File: src/rtl/pc_sequencer.sv
// ============================================================================
// pc_sequencer
// ----------------------------------------------------------------------------
// Program-counter sequencer and branch-flush controller for the pipelined
// core. Owns the fetch PC and picks the next PC with the priority
// halt > taken branch > stall > increment. Drives the flush strobe that
// squashes wrong-path instructions in IF/ID and ID/EX after a taken branch.
//
// Optional feature macro: PC_SEQUENCER_PERF_EN
//   defined   -> taken_cnt / stall_cnt are live saturating 16-bit counters
//   undefined -> taken_cnt / stall_cnt are tied to zero (no counter flops)
//
// Parameters
//   PC_WIDTH      width of pc and target
//   PC_STEP       increment per fetch (byte-addressed 16-bit instructions)
//   RESET_VECTOR  pc value after reset
//   FLUSH_CYCLES  cycles flush stays high per taken branch (1..7)
//
// Ports
//   clk        in   clock, all state updates on the rising edge
//   rst_n      in   synchronous active-low reset
//   jmp        in   taken-branch/jump decision from execute stage
//   target     in   branch destination, valid when jmp=1
//   stall      in   hazard-unit stall request (load-use)
//   halt_op    in   HALT opcode present in execute stage
//   pc         out  current fetch address (registered)
//   flush      out  squash IF/ID and ID/EX this cycle (combinational)
//   halted     out  core stopped (registered)
//   taken_cnt  out  taken-branch counter
//   stall_cnt  out  stall-cycle counter
// ============================================================================
module pc_sequencer #(
    parameter int                    PC_WIDTH     = 16,
    parameter int                    PC_STEP      = 2,
    parameter logic [PC_WIDTH-1:0]   RESET_VECTOR = '0,
    parameter int                    FLUSH_CYCLES = 2
) (
    input  logic                clk,
    input  logic                rst_n,
    input  logic                jmp,
    input  logic [PC_WIDTH-1:0] target,
    input  logic                stall,
    input  logic                halt_op,
    output logic [PC_WIDTH-1:0] pc,
    output logic                flush,
    output logic                halted,
    output logic [15:0]         taken_cnt,
    output logic [15:0]         stall_cnt
);

    // FLUSH is entered with the remaining flush cycles after the jmp cycle
    // itself, so the load value is one less than the total flush length.
    localparam logic [2:0]          FLUSH_LOAD  = 3'(FLUSH_CYCLES - 1);
    localparam logic [PC_WIDTH-1:0] PC_INC      = PC_WIDTH'(PC_STEP);
    localparam bit                  MULTI_FLUSH = (FLUSH_CYCLES > 1);

    typedef enum logic [1:0] {
        RUN   = 2'd0,
        FLUSH = 2'd1,
        HALT  = 2'd2
    } seq_state_t;

    seq_state_t          state;
    seq_state_t          state_next;
    logic [2:0]          fcnt;
    logic [2:0]          fcnt_next;
    logic [PC_WIDTH-1:0] pc_next;
    logic [PC_WIDTH-1:0] pc_inc;
    logic                halted_next;
    logic                flush_raw;

    // ------------------------------------------------------------------------
    // State, flush counter, pc and halted registers.
    // ------------------------------------------------------------------------
    always_ff @(posedge clk) begin
        if (!rst_n) begin
            state  <= RUN;
            fcnt   <= 3'd0;
            pc     <= RESET_VECTOR;
            halted <= 1'b0;
        end else begin
            state  <= state_next;
            fcnt   <= fcnt_next;
            pc     <= pc_next;
            halted <= halted_next;
        end
    end

    // ------------------------------------------------------------------------
    // Next-state, next-pc and raw flush decode.
    // In RUN the priority is halt_op > jmp > stall > increment. A jmp that
    // coincides with halt_op is dropped entirely (no target, no flush),
    // and a stall that coincides with a jmp is dropped because the stalled
    // instruction is the one being squashed.
    // In FLUSH, jmp and halt_op come from squashed bubbles and are ignored;
    // only stall still matters for the pc.
    // HALT is terminal until reset.
    // ------------------------------------------------------------------------
    always_comb begin
        state_next  = state;
        fcnt_next   = fcnt;
        pc_next     = pc;
        halted_next = halted;
        flush_raw   = 1'b0;
        pc_inc      = pc + PC_INC;

        case (state)
            RUN: begin
                if (halt_op) begin
                    state_next  = HALT;
                    halted_next = 1'b1;
                end else if (jmp) begin
                    pc_next   = target;
                    flush_raw = 1'b1;
                    if (MULTI_FLUSH) begin
                        state_next = FLUSH;
                        fcnt_next  = FLUSH_LOAD;
                    end
                end else if (!stall) begin
                    pc_next = pc_inc;
                end
            end

            FLUSH: begin
                flush_raw = 1'b1;
                fcnt_next = fcnt - 3'd1;
                if (fcnt == 3'd1) begin
                    state_next = RUN;
                end
                if (!stall) begin
                    pc_next = pc_inc;
                end
            end

            HALT: begin
                halted_next = 1'b1;
            end

            default: begin
                state_next = RUN;
                fcnt_next  = 3'd0;
            end
        endcase
    end

    // Flush is forced low while reset is asserted so a jmp seen during
    // reset never squashes the pipeline.
    assign flush = flush_raw & rst_n;

`ifdef PC_SEQUENCER_PERF_EN
    // ------------------------------------------------------------------------
    // Performance counters.
    // A branch counts only when it is accepted (RUN without halt_op).
    // A stall counts only when it actually holds the pc: in RUN that means
    // no halt_op and no jmp overriding it, in FLUSH every stall holds.
    // Neither event can occur in HALT, so the counters freeze there.
    // ------------------------------------------------------------------------
    logic        taken_event;
    logic        stall_event;
    logic [15:0] taken_q;
    logic [15:0] stall_q;

    assign taken_event = (state == RUN) && jmp && !halt_op;
    assign stall_event = stall &&
                         (((state == RUN) && !halt_op && !jmp) ||
                          (state == FLUSH));

    // Both counters saturate at all-ones rather than wrapping.
    always_ff @(posedge clk) begin
        if (!rst_n) begin
            taken_q <= 16'h0000;
            stall_q <= 16'h0000;
        end else begin
            if (taken_event && (taken_q != 16'hFFFF)) begin
                taken_q <= taken_q + 16'h0001;
            end
            if (stall_event && (stall_q != 16'hFFFF)) begin
                stall_q <= stall_q + 16'h0001;
            end
        end
    end

    assign taken_cnt = taken_q;
    assign stall_cnt = stall_q;
`else
    assign taken_cnt = 16'h0000;
    assign stall_cnt = 16'h0000;
`endif

endmodule
File: config.mk
export PLATFORM = sky130hd
export DESIGN_NAME = pc_sequencer
export DESIGN_NICKNAME = d
export VERILOG_FILES = /design/src/rtl/pc_sequencer.sv
export SDC_FILE = /design/constraint.sdc
export NUM_CORES = 1
export LEC_CHECK = 0
export ABC_AREA = 1
export CAP_MARGIN = 25
export CORE_MARGIN = 3
export CORE_UTILIZATION = 42
export CTS_CLUSTER_SIZE = 28
export DETAILED_ROUTE_END_ITERATION = 8
export HOLD_SLACK_MARGIN = 0.1
export PLACE_DENSITY = 0.8
export SLEW_MARGIN = 40
export SYNTH_ARGS = -nofsm -noshare
export SYNTH_HDL_FRONTEND = slang
export SYNTH_SLANG_ARGS = --single-unit
File: constraint.sdc
create_clock -name clk -period 1.58 [get_ports clk]
set_input_delay 0.316 -clock clk [delete_from_list [all_inputs] [get_ports clk]]
set_output_delay 0.316 -clock clk [all_outputs]
set_load 0.01 [all_outputs]
Word-level counts from Yosys, hierarchy flattened --
Index checks and enable logic that the tools add are counted.
Cells by class: equality and inequality tests 8, bitwise logic cells 2, mux-type cells 16, add/sub/neg operators 2, reduce and logical (&&, ||, !) cells 7
Operator list (number):
- two-way mux 16 bit | 3
- case mux 16 bit (2 select lines) | 1
- adder 16 x 2 -> 16 bit, second input constant | 1
- case mux 3 bit (3 select lines) | 1
- != test 2 bit, second input constant | 4
- two-way mux 2 bit | 3
- two-way mux 3 bit | 2
- case mux 2 bit (3 select lines) | 1
- AND reduction 3 bit | 2
- case mux 1 bit (2 select lines) | 2
- AND reduction 2 bit | 2
- nonzero test 2 bit | 2
- equality test 3 x 1 -> 1 bit, second input constant | 1
- two-way mux 1 bit | 3
- != test 3 bit, second input constant | 1
- subtractor 3 x 1 -> 3 bit, second input constant | 1
- equality test 2 x 1 -> 1 bit, second input constant | 1
- equality test 2 bit, second input constant | 1
- zero test 2 bit | 1
- AND 1 bit | 1
- NOT 1 bit | 1
Word-level totals: word-level logic and storage cells 39, input bits 21, flip-flop bits (word level) 22, output and inout port bits 50

Longest topological paths before layout --
depth in word-level cells 5, depth in mapped cells 9

Worst setup path before layout --
No wires, ideal clock.
path type register -> register, from register pc[1], to register pc[11], required time 1.448 ns, library setup time 0.132 ns, slack 0.283 ns, stages on the path, launching flop included 9, arrival time 1.164 ns, cells stage by stage dfxtp_1 > ha_1 > inv_1 > nor2_1 > nand2_1 > o21ai_0 > nand2_1 > o21bai_1 > a21oi_1
On the way: word-level cells in the longest chain between the ends 5
Ends and longest elaborated chain:
- start: declaration | line 44 | output logic [PC_WIDTH-1:0] pc,
- start signal: assignment | line 84 | pc <= pc_next;
- adder 16 x 2 -> 16 bit * | line 105 | pc_inc = pc + PC_INC;
- two-way mux 16 bit * | line 119, 130
- two-way mux 16 bit | line 112 | end else if (jmp) begin
- two-way mux 16 bit | line 109 | if (halt_op) begin
- case mux 16 bit (2 select lines) * | line 107 | case (state)
Mark *: on every way between the ends. The rest lies on a longest branch, timed or not. The select of a mux whose other input is x is not followed. A chain may end at the register's enable or synchronous reset.

Worst setup path after layout --
from register pc[1], to output port pc[1]
No word-level cell between the ends.

==> results.json <==
{
  "outcome": "completed",
  "multi_input_area_um2": 936,
  "num_rows": 22,
  "ys_types": 29,
  "end_kind": "output pin",
  "cellPowerDensity_nw_per_um2": 699,
  "yosys_register_bits": 22,
  "fill_cells": 377,
  "rsz0062_at_grt": "false",
  "dpl.hpwl_um": 2950,
  "ios": 71,
  "worstSetupPathType": "flip-flop to output pin",
  "ff_latch_area_um2": 455,
  "crit_arrival_ns": 1.22,
  "ff2ff_path_depth": 8,
  "port_buffers": 38,
  "avgSynthCellArea_um2": 6.52,
  "drt_iter0_drc": 161,
  "grt-busiest-layer": "met2",
  "p_clk_frac": 0.280,
  "netlist_area_um2": 1640,
  "finalHoldViolations": 0,
  "antenna_found_initial": 0,
  "syn-instance-count": 252,
  "internal-power_mw": 1.03,
  "cts.sinks": 22,
  "fmax_mhz": 651,
  "holdWs_ns": 0.462,
  "yosysMostFrequentCell": "nand2_1",
  "synth_edf_count": 0,
  "maxCapViolCount": 0,
  "numCtsBuffers": 3,
  "clkSlewWorstSetupHoldPaths_ns": 0.08,
  "tritoncts": "yes",
  "ys_seq_area_frac": 0.268,
  "grt_max_degree": 21,
  "clock_latency_ns": 0.27,
  "clock_path_buffers": 2,
  "finalSetupViolCount": 0,
  "start_kind": "flip-flop",
  "hold-path-cell-count": 2,
  "die_w_um": 68.5,
  "finalWorstSetupSlack_ns": 0.0445,
  "synth_area_leaders": "dfxtp_1 27%, buf_4 15%, nand2_1 13%",
  "cts_hold_buf": 0,
  "crit_fanout": 4,
  "fin_crit_sh": 0.972,
  "synth_top_area_frac": 0.268,
  "initial_core_util": 0.442,
  "synth_commonest_cells": "58 x nand2_1, 33 x buf_4, 25 x inv_1, 22 x dfxtp_1",
  "grt_pass1_vias": 1422,
  "globalRouteMet2Util": 0.298,
  "combPwrFrac": 0.283,
  "synth_ff_type": "dfxtp_1",
  "antenna_cells": 0,
  "critPathMaxStageDelay_ns": 0.56,
  "die_h_um": 68.5,
  "vdd_drop_max_uv": 636,
  "vias": 1652,
  "wl_um": 3950,
  "r2r_start": "pc[1]",
  "p_leak_nw": 0.943,
  "worst_path_max_delay_cell": "clkdlybuf4s50_1",
  "synthArstFlopShare": 0,
  "dieArea_um2": 4700,
  "hold_class": "flip-flop to flip-flop",
  "path_cells": "clkdlybuf4s50_1",
  "yosys.area.top_type": "dfxtp_1",
  "met3_usage": 0.0486,
  "yosysWarnings": 0,
  "ant_nets": 0,
  "rrSetupSlack_ns": 0.15,
  "drtPass1Iterations": 4,
  "min_from": "halted",
  "fin_crit_ns": 1.54,
  "layout-drive-gt1-share": 0.180,
  "htreeDepth": 1,
  "power.total_mw": 1.49,
  "switchingPower_uw": 466,
  "rr_endpoint": "pc[11]",
  "grtUsageMet1": 0.213,
  "post-place-ws_ns": -0.482,
  "track_usage": 0.175,
  "avgViaCountPerCell": 4.67,
  "hold_path_end": "halted",
  "fin_worst_skew_ns": 0.00541,
  "p_sw_frac": 0.312,
  "grt-ovfl-total": 0,
  "gp_congestion": 0.808,
  "grt_first_pass_wirelength_um": 6230,
  "drt-wirelength-per-cell_um": 11.2,
  "utilization": 0.574,
  "path_buf_inv": 1,
  "finalMaxSlewViolations": 0,
  "syn2layout_area_growth_pct": 29.9,
  "clockRootBuffer": "clkbuf_8",
  "path_delay_family": "buffers and inverters",
  "critPathRequiredTime_ns": 1.26,
  "drc_errors": 0,
  "core_area_um2": 3720,
  "layout.nets": 331,
  "power_frac_seq": 0.436
}
-- flip-flops by register name (all words and copies together), names as in the netlist --
| signal | cells |
|---|---|
| fcnt | 3 |
| state | 2 |
| pc | 16 |
| halted | 1 |
-- routing by layer --
metal,share of wire,vias up
met5,0,-
met4,0.0071,0
met3,0.092,4
met2,0.49,71
met1,0.42,719
li1,-,858
-- metrics by stage --
step           TNS (ns)  cell area, um2  cells
6_report              0            2130    354
5_1_grt               0            2130    354
4_1_cts               0            2120    354
3_5_place_dp      -2.08            2050    348
3_3_place_gp      -1.57            2050    348
2_1_floorplan         0            1760    283
-- how the worst max path moves through the flow --
stage | from | end | slack, ns | cells past startpoint
global route | pc[1] | pc[11] | 0.0005 | 8
CTS | pc[9] | pc[9] | 0.0002 | 1
finish | pc[1] | pc[1] | 0.04 | 1
detailed placement | jmp | flush | -0.48 | 6
floorplan | pc[1] | pc[11] | 0.28 | 8
global placement | jmp | flush | -0.44 | 6
-- layout make-up --
cell class / count / share of cell area
multi-input combinational: 195 / 0.438
timing repair buffer: 58 / 0.247
sequential: 22 / 0.213
inverter: 27 / 0.0475
tap: 48 / 0.0281
clock buffer: 4 / 0.0258
-- power groups by stage --
stage	clock network (mW)	logic, mW	registers [mW]
detailed placement	0	0.421	0.659
global route	0.447	0.472	0.659
CTS	0.430	0.422	0.649
floorplan	0	0.279	0.667
global placement	0	0.413	0.658
finish	0.418	0.423	0.651
-- repair_timing --
action	CTS	global route
resized for setup	14	9
pin swaps	2	1
setup buffers	2	0
setup endpoints to repair	9	7
-- cell families after synthesis --
group | share of synthesized area
other | 0.00228
AOI/OAI and AO/OA | 0.193
and+or+nand+nor | 0.276
adders and majority gates | 0.0229
buffers and inverters | 0.237
DFF | 0.268
-- cells in the final DEF (no fill, tap or decap) --
cell type,instances
o22ai_1,1
dlygate4sd2_1,3
nor3_2,2
o21ai_2,2
dlymetal6s2s_1,2
nand2_1,57
a21oi_2,2
conb_1,32
o31ai_2,1
nor2_2,1
o21ai_1,2
o21bai_1,2
ha_1,3
nor3_1,3
nor2_1,19
buf_4,20
dfxtp_1,10
nand3b_1,2
o31ai_1,3
buf_2,1
inv_2,2
inv_1,25
dfxtp_2,12
a211oi_1,2
or2_2,2
nand3_1,8
nand2_2,6
clkdlybuf4s50_1,32
a21oi_1,20
clkbuf_8,4
o21ai_0,21
nand4_1,4
Power figures use the tool's default switching activity.
